<file path="config.mk">
export PLATFORM = sky130hd
export DESIGN_NAME = fft_stage_sequencer_flat
export DESIGN_NICKNAME = d
export VERILOG_FILES = /design/src/rtl/fft_stage_sequencer_if.sv /design/src/rtl/fft_stage_sequencer.sv /design/src/flat_wrapper.sv
export SDC_FILE = /design/constraint.sdc
export NUM_CORES = 1
export LEC_CHECK = 0
export CAP_MARGIN = 10
export CORE_ASPECT_RATIO = 0.7
export CORE_MARGIN = 5
export CORE_UTILIZATION = 58
export DETAILED_ROUTE_END_ITERATION = 6
export GPL_TIMING_DRIVEN = 0
export PLACE_DENSITY = 0.83
export SETUP_SLACK_MARGIN = 0.2
export SLEW_MARGIN = 30
export SYNTH_ARGS = -nofsm -noshare
export SYNTH_HDL_FRONTEND = slang
export SYNTH_SLANG_ARGS = --single-unit
export TNS_END_PERCENT = 5
</file>
<file path="constraint.sdc">
create_clock -name clk -period 3.3 [get_ports clk]
set_input_delay 0.33 -clock clk [delete_from_list [all_inputs] [get_ports clk]]
set_output_delay 0.33 -clock clk [all_outputs]
set_load 0.02 [all_outputs]
</file>
<file path="src/rtl/fft_stage_sequencer_if.sv">
// Handshake and address bundle between the FFT sequencer and
// the address_control / butterfly datapath.
interface fft_stage_sequencer_if #(
    parameter int NUMSTAGES = 5
);
    logic                 start;
    logic                 stall;
    logic [NUMSTAGES-3:0] counter_r;
    logic [2:0]           stage_num_r;
    logic                 rd_en;
    logic [NUMSTAGES-3:0] wr_counter;
    logic [2:0]           wr_stage;
    logic                 wr_en;
    logic                 busy;
    logic                 done;

    modport master (
        input  start, stall,
        output counter_r, stage_num_r, rd_en,
        output wr_counter, wr_stage, wr_en,
        output busy, done
    );

    modport slave (
        output start, stall,
        input  counter_r, stage_num_r, rd_en,
        input  wr_counter, wr_stage, wr_en,
        input  busy, done
    );
endinterface

</file>
<file path="src/rtl/fft_stage_sequencer.sv">
// Read/write butterfly sequencer for the in-place radix-2 FFT:
// issues per-stage reads, mirrors them to writes, drains between stages.
module fft_stage_sequencer #(
    parameter int NUMSTAGES    = 5,
    parameter int BFLY_LATENCY = 3
) (
    input  logic                  clk,
    input  logic                  rst_n,
    fft_stage_sequencer_if.master bus
);
    localparam int CW = NUMSTAGES - 2;
    localparam int L  = BFLY_LATENCY;

    localparam logic [CW-1:0] LASTC = {CW{1'b1}};
    localparam logic [2:0]    LASTS = 3'(NUMSTAGES - 1);
    localparam logic [L-1:0]  TAILM = L'(1) << (L - 1);

    typedef enum logic [1:0] {
        S_IDLE,
        S_READ,
        S_DRAIN,
        S_FIN
    } state_t;

    state_t          r_state;
    logic            r_rd;
    logic            r_busy;
    logic            r_done;
    logic [CW-1:0]   r_cnt;
    logic [2:0]      r_stg;
    logic [L-1:0]    r_pv;
    logic [CW-1:0]   r_pc [L];
    logic [2:0]      r_ps [L];

    // Safe to start the next stage once only the tail entry is still valid:
    // it retires on this edge, so the pipeline is empty afterwards.
    logic w_drained;
    assign w_drained = ~|(r_pv & ~TAILM);

    always_ff @(posedge clk or negedge rst_n) begin
        if (!rst_n) begin
            r_state <= S_IDLE;
            r_rd    <= 1'b0;
            r_busy  <= 1'b0;
            r_done  <= 1'b0;
            r_cnt   <= '0;
            r_stg   <= '0;
            r_pv    <= '0;
            for (int i = 0; i < L; i++) begin
                r_pc[i] <= '0;
                r_ps[i] <= '0;
            end
        end else if (!bus.stall) begin
            r_pv[0] <= r_rd;
            r_pc[0] <= r_rd ? r_cnt : '0;
            r_ps[0] <= r_rd ? r_stg : '0;
            for (int i = 1; i < L; i++) begin
                r_pv[i] <= r_pv[i-1];
                r_pc[i] <= r_pc[i-1];
                r_ps[i] <= r_ps[i-1];
            end

            unique case (r_state)
                S_IDLE: begin
                    r_done <= 1'b0;
                    if (bus.start) begin
                        r_state <= S_READ;
                        r_rd    <= 1'b1;
                        r_busy  <= 1'b1;
                        r_cnt   <= '0;
                        r_stg   <= '0;
                    end
                end
                S_READ: begin
                    r_cnt <= r_cnt + 1'b1;
                    if (r_cnt == LASTC) begin
                        r_state <= S_DRAIN;
                        r_rd    <= 1'b0;
                    end
                end
                S_DRAIN: begin
                    if (w_drained) begin
                        if (r_stg < LASTS) begin
                            r_stg   <= r_stg + 3'd1;
                            r_state <= S_READ;
                            r_rd    <= 1'b1;
                        end else begin
                            r_state <= S_FIN;
                            r_busy  <= 1'b0;
                            r_done  <= 1'b1;
                        end
                    end
                end
                S_FIN: begin
                    r_state <= S_IDLE;
                    r_done  <= 1'b0;
                    r_stg   <= '0;
                end
            endcase
        end
    end

    assign bus.rd_en       = r_rd & ~bus.stall;
    assign bus.counter_r   = r_cnt;
    assign bus.stage_num_r = r_stg;
    assign bus.wr_en       = r_pv[L-1] & ~bus.stall;
    assign bus.wr_counter  = r_pc[L-1];
    assign bus.wr_stage    = r_ps[L-1];
    assign bus.busy        = r_busy;
    assign bus.done        = r_done & ~bus.stall;
endmodule

</file>
<file path="src/flat_wrapper.sv">
// flat-port wrapper written by rule: the top's interface ports become plain ports
module fft_stage_sequencer_flat 
#(
    parameter int NUMSTAGES    = 5,
    parameter int BFLY_LATENCY = 3
)
  (clk, rst_n, bus_start, bus_stall, bus_counter_r, bus_stage_num_r, bus_rd_en, bus_wr_counter, bus_wr_stage, bus_wr_en, bus_busy, bus_done);
  fft_stage_sequencer_if #(.NUMSTAGES(NUMSTAGES)) bus_i ();
  input  logic clk;
  input  logic rst_n;
  input wire logic [$bits(bus_i.start)-1:0] bus_start;
  input wire logic [$bits(bus_i.stall)-1:0] bus_stall;
  output wire logic [$bits(bus_i.counter_r)-1:0] bus_counter_r;
  output wire logic [$bits(bus_i.stage_num_r)-1:0] bus_stage_num_r;
  output wire logic [$bits(bus_i.rd_en)-1:0] bus_rd_en;
  output wire logic [$bits(bus_i.wr_counter)-1:0] bus_wr_counter;
  output wire logic [$bits(bus_i.wr_stage)-1:0] bus_wr_stage;
  output wire logic [$bits(bus_i.wr_en)-1:0] bus_wr_en;
  output wire logic [$bits(bus_i.busy)-1:0] bus_busy;
  output wire logic [$bits(bus_i.done)-1:0] bus_done;
  assign bus_i.start = bus_start;
  assign bus_i.stall = bus_stall;
  assign bus_counter_r = bus_i.counter_r;
  assign bus_stage_num_r = bus_i.stage_num_r;
  assign bus_rd_en = bus_i.rd_en;
  assign bus_wr_counter = bus_i.wr_counter;
  assign bus_wr_stage = bus_i.wr_stage;
  assign bus_wr_en = bus_i.wr_en;
  assign bus_busy = bus_i.busy;
  assign bus_done = bus_i.done;
  fft_stage_sequencer #(.NUMSTAGES(NUMSTAGES), .BFLY_LATENCY(BFLY_LATENCY)) u_core (.clk(clk), .rst_n(rst_n), .bus(bus_i));
endmodule
</file>
======== Yosys cells after proc, flatten, opt, wreduce, memory -nomap -nowiden ========
Cells that the tools add are included.
word-level totals
  output and inout bits ................... 16
  register bits after elaboration ......... 32
cells by class
  $add $sub $neg .......................... 2
  bitwise logic cells ..................... 4
  reduce and logical (&&, ||, !) cells .... 14
  equality and inequality tests ........... 9
  magnitude comparators ................... 1
  multiplexer cells ....................... 23
operators by type and width
  kind                                                 count
  two-way mux 3 bit                                    5
  AND reduction 5 bit                                  2
  case mux 3 bit (3 select lines)                      1
  two-way mux 1 bit                                    8
  two-way mux 2 bit                                    4
  case mux 2 bit (4 select lines)                      1
  AND reduction 4 bit                                  2
  adder 3 x 1 -> 3 bit, second input constant          2
  != test 2 bit, second input constant                 3
  case mux 3 bit (2 select lines)                      1
  AND reduction 6 bit                                  1
  nonzero test 2 bit                                   3
  nonzero test 3 bit                                   2
  equality test 2 bit, second input constant           2
  != test 2 x 1 -> 1 bit, second input constant        2
  case mux 1 bit (2 select lines)                      2
  OR reduction 2 bit                                   2
  bitwise AND 1 bit                                    3
  equality test 3 bit, second input constant           1
  < comparator 3 bit, second input constant            1
  case mux 1 bit (3 select lines)                      1
  AND reduction 3 bit                                  1
  equality test 2 x 1 -> 1 bit, second input constant  1
  logical NOT 2 bit                                    1
  NOT 1 bit                                            1

======== Logic depth before layout (Yosys ltp) ========
Gate-level depths: netlist (run 1).
  depth in word-level cells ............... 4
  mapped depth ............................ 7
  depth with buffers taken out ............ 6

======== Least setup slack after synthesis (run 1) ========
OpenSTA, ideal clock, no wires.
  path type ............................... register to register
  start ................................... register u_core.r_state[0]
  end ..................................... register u_core.r_stg[0] (netlist: u_core.bus.stage_num_r[0])
  cell stages (with the launch flop) ...... 7
  arrival ................................. 1510 ps
  setup slack ............................. 1664 ps
  required time ........................... 3174 ps
  buffers on the path ..................... 0
  clock period less this slack ............ 1636 ps
  cell sequence ........................... dfrtp_1 inv_1 ha_1 nor2b_4 nor3_4 o21ai_2 a221o_1
between the ends
  longest elaborated chain between the ends .. 3
ends and longest elaborated chain
  what                                                             RTL line                   text
  start: declaration                                               fft_stage_sequencer.sv:25  state_t r_state;
  start signal: assignment                                         fft_stage_sequencer.sv:42  r_state <= S_IDLE;
  start signal: assignment                                         fft_stage_sequencer.sv:67  r_state <= S_READ;
  start signal: assignment                                         fft_stage_sequencer.sv:77  r_state <= S_DRAIN;
  equality test 2 bit / logical NOT 2 bit (equally long branches)  fft_stage_sequencer.sv:63  unique case (r_state)
  != test 2 x 1 -> 1 bit (no line), or another cell as far along   -
  AND reduction 5 bit (no line)                                    -
  end signal: assignment                                           fft_stage_sequencer.sv:84  r_stg <= r_stg + 3'd1;
  end: declaration                                                 fft_stage_sequencer.sv:30  logic [2:0] r_stg;
Several ways; a longest one is shown, not always the timed one.
A chain may end at the register's enable or synchronous reset.

======== Worst setup path after layout (run 1) ========
  start ................................... register u_core.r_rd
  end ..................................... output port bus_rd_en
between the ends
  longest elaborated chain between the ends .. 1
ends and longest elaborated chain
  what                      RTL line                    text
  start: declaration        fft_stage_sequencer.sv:26   logic r_rd;
  start signal: assignment  fft_stage_sequencer.sv:43   r_rd <= 1'b0;
  start signal: assignment  fft_stage_sequencer.sv:68   r_rd <= 1'b1;
  start signal: assignment  fft_stage_sequencer.sv:78   r_rd <= 1'b0;
  bitwise AND 1 bit         fft_stage_sequencer.sv:103  assign bus.rd_en = r_rd & ~bus.stall;
  end: declaration          flat_wrapper.sv:15          output wire logic [$bits(bus_i.rd_en)-1:0] bus_rd_en;
Every way passes these cells.

==> impl_metrics.env, run 1 <==
export IMPL_antenna_found_initial=0
export IMPL_synth_mux_area_share_pct=10.02
export IMPL_detail_route_iter0_violations=100
export IMPL_required_ns=2.97
export IMPL_status="finished, final reports clean"
export IMPL_crit_fanout=8
export IMPL_setup_tns_ns=0
export IMPL_maxSlewViolCount=0
export IMPL_path_clk_slew_ns=0.06
export IMPL_cts_sinks=32
export IMPL_coreArea_um2=2534
export IMPL_track_usage_pct=19.42
export IMPL_root_buffer="clkbuf_8"
export IMPL_synth_edf_count=0
export IMPL_stdcell_count=203
export IMPL_clockBufferDepth=2
export IMPL_fin_crit_ns=2.116
export IMPL_rsz0062_at_grt="no"
export IMPL_dieArea_um2=3870
export IMPL_grt_max_degree=33
export IMPL_fmax_ghz=0.4725
export IMPL_dp_hpwl_mm=2.341
export IMPL_cts_repair_resized=0
export IMPL_fp_row_count=15
export IMPL_firstDrtPassIters=4
export IMPL_cts_setup_buffers=0
export IMPL_hold_viol_final=0
export IMPL_cts_buffers=5
export IMPL_fp_dieH_um=53.57
export IMPL_use_met2_pct=28.40
export IMPL_syn_to_final_growth_pct=19.57
export IMPL_syn_avg_cell_area_um2=11.00
export IMPL_p_leak_nw=0.8530
export IMPL_cp_arrival_ns=1.79
export IMPL_grt_busiest_layer="met2"
export IMPL_synth_async_reset_ratio_pct=100.0
export IMPL_grt_use_met3_pct=5.970
export IMPL_diodes=0
export IMPL_ff_latch_area_um2=800.8
export IMPL_cts_hold_buffers=0
export IMPL_ir_drop_v=0.0004771
export IMPL_routed_wl_mm=3.152
export IMPL_nNetsFinal=179
export IMPL_ant_nets=0
export IMPL_multi_input_area_um2=671.9
export IMPL_drive_gt1_share_pct=21.89
export IMPL_grt_pass1_vias=1150
export IMPL_synth_area_leaders="dfrtp_1 51%, mux2_2 10%, ha_1 5.6%, o21ai_0 4.1%, nand2_1 3.1%"
export IMPL_die_w_um=72.24
export IMPL_vias=1157
export IMPL_slew_headroom_pct=53.92
export IMPL_grt_util_met1_pct=26.28
export IMPL_yosys_area_share_simple_pct=12.17
export IMPL_wl_per_cell_um=15.53
export IMPL_synth_top_area_share_pct=50.91
export IMPL_yosysTopAreaCell="dfrtp_1"
export IMPL_pin_count=20
export IMPL_port_buffers=18
export IMPL_syn_inst=143
export IMPL_grt_pass1_wl_mm=5.685
export IMPL_synth_top_family_by_area="compound AO/OA/AOI/OAI gates"
export IMPL_end_kind="output port"
export IMPL_ys_flop_type="dfrtp_1"
export IMPL_hold_class="input pin to asynchronous set/reset pin"
export IMPL_critPathLaunchType="register"
export IMPL_synth_fp_nets=154
export IMPL_initial_core_util_pct=62.07
export IMPL_grt_ovfl_total=0
export IMPL_clkLatencyLatePin_ns=0.28
export IMPL_dp_cells=195
export IMPL_synthAdderAreaFrac_pct=5.569
export IMPL_power_density_nw_per_um2=841.3
export IMPL_synth_xor_area_share_pct=0
export IMPL_syn_area_um2=1573
export IMPL_tightest_slew_ns=0.6912
export IMPL_gp_congestion=0.8486
export IMPL_synth_compound_area_share_pct=14.96
export IMPL_yosysSeqAreaShare_pct=50.91
export IMPL_ys_seq_elements=32
export IMPL_fillCellCount=174
export IMPL_yosysWarnings=0
export IMPL_skew_ns=0.007221
export IMPL_cts_tree="done"
export IMPL_drc=0
export IMPL_path_class="register to output port"
export IMPL_ys_types=35
export IMPL_h_tree_depth=2
export IMPL_finalSetupViolations=0
export IMPL_period_share_pct=64.13
export IMPL_max_cap_violations=0
export IMPL_vias_per_cell=5.700
## synthesized netlist by cell type, drive strengths merged, types with 3 or more instances
cell type  number
buf            11
and3            3
ha              7
nand2          13
nor2            3
dfrtp          32
mux2           14
nor2b           6
o21ai          15
a21oi           5
inv             6
a31oi           5
## area by class of cell
class | count | share of cell area (%)
flip-flops and latches | 32 | 42.58
multi-input cells | 92 | 35.73
repair buffers | 18 | 9.315
clock buffers | 8 | 4.790
plain buffers | 13 | 4.125
well taps | 34 | 2.262
inverters | 6 | 1.198
## layout by cell type, fill, tap and decap left out, drive strengths merged, types with 2 or more instances in the layout
cell,count
dfrtp,32
clkdlybuf4s50,17
o21ai,15
mux2,14
nand2,13
buf,12
clkbuf,10
ha,7
inv,6
nor2b,6
a31oi,5
a21oi,5
nor2,3
and3,3
or2,2
a22o,2
a32oi,2
nor3,2
## routing by layer
metal  wire (µm)  part of all wire [%]
met5           0                     0
met2        1445                    46
met3         189                   6.0
met1        1420                    45
met4          95                   3.0
## cell families after synthesis
| group | after synthesis |
|---|---|
| muxes | 14 |
| AOI/OAI and AO/OA | 37 |
| and+or+nand+nor | 34 |
| adders and majority gates | 7 |
| buffers and inverters | 19 |
| DFF | 32 |
## worst max-delay path: stages (launching register included)
cell and delay [ns]:
dfrtp_1 0.32, clkbuf_1 0.28, nor2b_1 0.26, clkdlybuf4s50_1 0.65
## power by group
group / internal (W) / total [W] / switching, W
Combinational: 0.000321 / 0.000668 / 0.000347
Clock: 0.000170 / 0.000303 / 0.000133
Sequential: 0.000514 / 0.000611 / 0.0000967
Total: 0.00100 / 0.00158 / 0.000577
## sequential cells by signal, summed over array words and instances, names as in the netlist
name and cells:
u_core.bus.stage_num_r 3, u_core.r_ps 6, u_core.bus.wr_counter 3, u_core.bus.busy 1
u_core.r_pc 6, u_core.bus.counter_r 3, u_core.r_rd 1, u_core.bus.wr_stage 3
u_core.r_pv 3, u_core.r_state 2, u_core.r_done 1
## metrics by stage
step	hold slack (ns)	power, W	utilization, %	cell area (µm²)	setup WS [ns]
after floorplan	0.03441	0.001040	-	1573	1.664
after global placement	0.4723	0.001234	70.86	1795	1.349
after detailed placement	0.4184	0.001281	70.67	1790	1.465
after CTS	0.1175	0.001586	74.22	1881	1.173
after global routing	0.1645	0.001696	74.22	1881	1.060
final	0.09152	0.001582	74.22	1881	1.184
## path summary, 6_finish.rpt
kind / start / end / slack (ns) / depth (start not counted)
worst max-delay path: u_core.r_rd / bus_rd_en / 1.18 / 3
worst min-delay path: rst_n / u_core.bus.counter_r[1] / 0.09 / 1
worst max register to register: u_core.r_state[0] / u_core.bus.stage_num_r[0] / 1.42 / 6
worst min register to register: u_core.r_ps[7] / u_core.r_ps[7] / 0.48 / 2
max in group asynchronous: rst_n / u_core.r_ps[4] / 2.75 / 1
min in group clk: u_core.r_ps[7] / u_core.r_ps[7] / 0.48 / 2
Power figures use the tool's default switching activity.
==> run 2, diff against run 1 <==
- CORE_UTILIZATION: 58 -> 54
- PLACE_DENSITY: 0.83 -> 0.78
- clock period: 3.3 -> 2.2 ns (I/O delays scaled with it)
==> impl_metrics.env, run 2 (synthesis gave the netlist of run 1 again) <==
export IMPL_antenna_found_initial=0
export IMPL_cts_sinks=32
export IMPL_critPathLaunchType="register"
export IMPL_grt_max_degree=33
export IMPL_drc=0
export IMPL_path_clk_slew_ns=0.07
export IMPL_hold_class="input pin to asynchronous set/reset pin"
export IMPL_die_w_um=74.51
export IMPL_ff2ff_path_depth=7
export IMPL_skew_ns=0.001700
export IMPL_path_class="register to output port"
export IMPL_syn_to_final_growth_pct=20.92
export IMPL_power_frac_clock_pct=19.3
export IMPL_firstDrtPassIters=4
export IMPL_fin_util_pct=67.86
export IMPL_critical_path_startpoint="u_core.r_rd"
export IMPL_tightest_slew_ns=0.6929
export IMPL_grt_use_met3_pct=5.415
export IMPL_grt_pass1_vias=1260
export IMPL_ant_nets=0
export IMPL_fp_row_count=16
export IMPL_final_common_cell="dfrtp_1"
export IMPL_crit_fanout=8
export IMPL_p_leak_nw=0.8711
export IMPL_holdWs_ns=-0.02303
export IMPL_wl_per_cell_um=15.90
export IMPL_power_density_nw_per_um2=1264
export IMPL_violations="hold timing"
export IMPL_reg_top3="u_core.r_pc: 6 flops, u_core.r_ps: 6 flops"
export IMPL_required_ns=1.98
export IMPL_cpMaxStageDelayCell="clkdlybuf4s50_1"
export IMPL_vias_per_cell=5.671
export IMPL_ff2ff_setup_slack_ns=0.30
export IMPL_initial_core_util_pct=56.12
export IMPL_max_stage_delay_ns=0.65
export IMPL_seqPwrFrac_pct=38.5
export IMPL_detail_route_iter0_violations=64
export IMPL_track_usage_pct=19.93
export IMPL_fmax_ghz=0.5156
export IMPL_internal_power_w=0.001515
export IMPL_grt_ovfl_total=0
export IMPL_grt_util_met1_pct=25.97
export IMPL_dieArea_um2=4109
export IMPL_cts_buffers=5
export IMPL_nNetsFinal=181
export IMPL_vias=1174
export IMPL_period_share_pct=88.16
export IMPL_routed_wl_mm=3.291
export IMPL_cp_arrival_ns=1.72
export IMPL_root_buffer="clkbuf_8"
export IMPL_stdcell_count=207
export IMPL_port_buffers=18
export IMPL_cts_tree="done"
export IMPL_grt_pass1_wl_mm=5.940
export IMPL_use_met2_pct=31.92
export IMPL_clockBufferDepth=2
export IMPL_fin_crit_ns=1.940
export IMPL_final_cell_mix="32 x dfrtp_1, 17 x clkdlybuf4s50_1, 14 x mux2_2"
export IMPL_max_cap_violations=0
export IMPL_end_kind="output port"
export IMPL_power_switching_w=0.0008886
export IMPL_hold_viol_final=32
export IMPL_diodes=0
export IMPL_dp_cells=197
export IMPL_h_tree_depth=2
export IMPL_coreArea_um2=2803
export IMPL_pin_count=20
export IMPL_fp_dieH_um=55.15
export IMPL_drive_gt1_share_pct=24.56
export IMPL_crit_chain="clkbuf_2 > nor2b_1 > clkdlybuf4s50_1"
export IMPL_setup_tns_ns=0
export IMPL_slew_headroom_pct=53.81
export IMPL_status="finished with violations"
export IMPL_r2r_start="u_core.r_state[0]"
export IMPL_finalSetupViolations=0
export IMPL_dp_hpwl_mm=2.298
export IMPL_grt_busiest_layer="met2"
export IMPL_clkLatencyLatePin_ns=0.28
export IMPL_maxSlewViolCount=0
export IMPL_p_sw_share_pct=36.98
export IMPL_ir_drop_v=0.0006921
export IMPL_combPwrFrac_pct=42.2
export IMPL_r2r_end="u_core.bus.busy"
export IMPL_gp_congestion=0.8229
export IMPL_rsz0062_at_grt="yes"
run 2: cell count changes in the layout (fill, tap and decap cells not counted):
cell      previous run  this run
clkbuf_2             0         1
clkinv_2             0         2
clkbuf_1             4         1
buf_4                6         8
run 2: what timing repair did:
item,in CTS,in global routing
hold buffers,0,0
gates resized for setup,1,0
setup endpoints to repair,1,2
pin swaps,0,1
setup buffers,0,2
run 2: cell type report:
cell class                 count  area (µm²)
fill                         218       900.9
sequential                    32       800.8
multi-input combinational     92       671.9
timing repair buffer          20       190.2
clock buffer                   6       82.58
buffer                        13       78.83
tap                           36       45.04
inverter                       6       22.52
clock inverter                 2       10.01
run 2: worst max path at each step:
stage                                     end  slack, ns  depth (start not counted)
CTS                                 bus_rd_en       0.25                          3
global placement      u_core.bus.counter_r[2]       0.35                          1
floorplan           u_core.bus.stage_num_r[0]       0.56                          6
finish                              bus_rd_en       0.26                          3
global route                        bus_rd_en       0.18                          3
detailed placement            u_core.bus.busy       0.35                          7
run 2: per-layer routing:
metal  routed length [µm]  part of all wire, %
met1                 1524                   46
met2                 1528                   46
met4                   52                  1.6
met3                  186                  5.7
met5                    0                    0
run 2: power groups by stage:
stage / clock (W) / sequential [W] / combinational, W
finish: 0.000463 / 0.000925 / 0.00102
floorplan: 0 / 0.000942 / 0.000617
global route: 0.000510 / 0.000953 / 0.00113
global placement: 0 / 0.000910 / 0.000944
CTS: 0.000470 / 0.000921 / 0.000994
detailed placement: 0 / 0.000927 / 0.000988
run 2: per-stage QoR:
step	hold slack (ns)	area, µm²	total power, W	worst slack [ns]
global route	0.04374	1902	0.002587	0.1785
finish	-0.02303	1902	0.002403	0.2604
CTS	0.009006	1887	0.002385	0.2533
global placement	0.4695	1798	0.001854	0.3497
floorplan	-0.07559	1573	0.001559	0.5636
detailed placement	0.3153	1793	0.001915	0.3462
run 2: critical path, delay by kind of cell (launching register included):
family,cells,cell delay (ns)
buffers and inverters,2,0.84
DFF,1,0.32
and+or+nand+nor,1,0.27
==> run 3, diff against run 2 <==
==> constraint.sdc (replaced) <==
create_clock -name clk -period 2.2 [get_ports clk]
set_input_delay 0.44 -clock clk [delete_from_list [all_inputs] [get_ports clk]]
set_output_delay 0.44 -clock clk [all_outputs]
set_load 0.02 [all_outputs]
==> impl_metrics.env, run 3 (synthesis gave the netlist of run 1 again) <==
export IMPL_status="finished, final reports clean"
export IMPL_seqPwrFrac_pct=38.9
export IMPL_dp_hpwl_mm=2.298
export IMPL_antenna_found_initial=0
export IMPL_grt_pass1_wl_mm=5.940
export IMPL_skew_ns=0.0008571
export IMPL_end_kind="output port"
export IMPL_die_w_um=74.51
export IMPL_slew_headroom_pct=53.95
export IMPL_rsz0062_at_grt="yes"
export IMPL_cts_setup_buffers=0
export IMPL_power_frac_clock_pct=19.4
export IMPL_p_sw_share_pct=36.98
export IMPL_initial_core_util_pct=56.12
export IMPL_cts_tree="done"
export IMPL_fin_crit_ns=2.010
export IMPL_ant_nets=0
export IMPL_cts_buffers=5
export IMPL_fp_row_count=16
export IMPL_reg_top3="u_core.r_pc: 6 flops, u_core.r_ps: 6 flops"
export IMPL_internal_power_w=0.001498
export IMPL_clockBufferDepth=2
export IMPL_track_usage_pct=19.93
export IMPL_clkLatencyLatePin_ns=0.28
export IMPL_final_cell_mix="32 x dfrtp_1, 15 x clkdlybuf4s50_1, 14 x mux2_2"
export IMPL_syn_to_final_growth_pct=20.05
export IMPL_setup_tns_ns=0
export IMPL_h_tree_depth=2
export IMPL_ff2ff_setup_slack_ns=0.30
export IMPL_cts_repair_resized=2
export IMPL_r2r_start="u_core.r_state[0]"
export IMPL_root_buffer="clkbuf_8"
export IMPL_pin_count=20
export IMPL_nNetsFinal=179
export IMPL_port_buffers=18
export IMPL_ir_drop_v=0.0006869
export IMPL_fp_dieH_um=55.15
export IMPL_critPathLaunchType="input pin"
export IMPL_vias=1162
export IMPL_power_switching_w=0.0008792
export IMPL_coreArea_um2=2803
export IMPL_cts_sinks=32
export IMPL_cp_arrival_ns=1.57
export IMPL_finalSetupViolations=0
export IMPL_routed_wl_mm=3.237
export IMPL_drive_gt1_share_pct=23.67
export IMPL_p_leak_nw=0.8749
export IMPL_dieArea_um2=4109
export IMPL_max_cap_violations=0
export IMPL_combPwrFrac_pct=41.7
export IMPL_period_share_pct=91.37
export IMPL_crit_fanout=10
export IMPL_required_ns=1.76
export IMPL_maxSlewViolCount=0
export IMPL_grt_max_degree=33
export IMPL_power_density_nw_per_um2=1259
export IMPL_hold_class="input pin to asynchronous set/reset pin"
export IMPL_tightest_slew_ns=0.6907
export IMPL_diodes=0
export IMPL_cts_hold_buffers=0
export IMPL_drc=0
export IMPL_gp_congestion=0.8229
export IMPL_final_common_cell="dfrtp_1"
export IMPL_fmax_ghz=0.4975
export IMPL_grt_ovfl_total=0
export IMPL_vias_per_cell=5.668
export IMPL_grt_pass1_vias=1260
export IMPL_hold_viol_final=0
export IMPL_r2r_end="u_core.bus.busy"
export IMPL_detail_route_iter0_violations=85
export IMPL_path_class="input pin to output port"
export IMPL_fillCellCount=219
export IMPL_path_clk_slew_ns=0.06
export IMPL_wl_per_cell_um=15.79
export IMPL_firstDrtPassIters=4
export IMPL_finalPower_w=0.002377
export IMPL_ff2ff_path_depth=7
==> run 3: cell types whose count changed in the layout (fill, tap and decap cells not counted) <==
cell,delta
dlygate4sd2_1,+1
dlymetal6s2s_1,+1
buf_4,-2
clkdlybuf4s50_1,-2
==> run 3: layout make-up <==
class                      count  area [µm²]  area share [%]
clock buffer                   6       82.58           4.374
inverter                       6       22.52           1.193
multi-input combinational     92       671.9           35.59
buffer                        13       78.83           4.175
clock inverter                 2       10.01          0.5302
timing repair buffer          18       176.4           9.344
tap                           36       45.04           2.386
sequential                    32       800.8           42.41
==> run 3: stage by stage <==
| step | util (%) | hold WS [ns] | instances | cell area [µm²] | setup WS (ns) |
|---|---|---|---|---|---|
| floorplan | - | 0.1444 | 143 | 1573 | 0.5636 |
| global placement | 64.15 | 0.4695 | 197 | 1798 | 0.1297 |
| detailed placement | 63.97 | 0.4738 | 197 | 1793 | 0.1838 |
| CTS | 67.28 | 0.2290 | 205 | 1886 | 0.1822 |
| global route | 67.37 | 0.2637 | 205 | 1888 | 0.1262 |
| finish | 67.37 | 0.1972 | 205 | 1888 | 0.1898 |
==> run 3: critical path, cell delays in order <==
cell and delay, ns:
buf_2 0.16, buf_2 0.21, nor2b_1 0.13, clkdlybuf4s50_1 0.62
==> run 3: worst max path at each step <==
stage,to,cells past startpoint,slack (ns),from
after floorplan,u_core.bus.stage_num_r[0],6,0.56,u_core.r_state[0]
after global placement,u_core.bus.counter_r[2],1,0.13,rst_n
after detailed placement,bus_done,4,0.18,bus_stall
after CTS,bus_done,4,0.18,bus_stall
after global routing,bus_done,4,0.13,bus_stall
final,bus_done,4,0.19,bus_stall
==> run 3: metal layers <==
metal	up-vias	global-route usage, %	routed length, µm
met5	-	0	0
met4	0	7.988	42
met3	5	5.415	194
met2	36	31.92	1487
met1	573	25.97	1512
li1	548	-	-
==> run 3: power by group through the flow <==
stage / Sequential [W] / Combinational (W) / Clock (W)
floorplan: 0.000942 / 0.000617 / 0
global placement: 0.000910 / 0.000944 / 0
detailed placement: 0.000927 / 0.000988 / 0
CTS: 0.000921 / 0.000992 / 0.000470
global route: 0.000952 / 0.00110 / 0.000510
finish: 0.000926 / 0.000991 / 0.000460
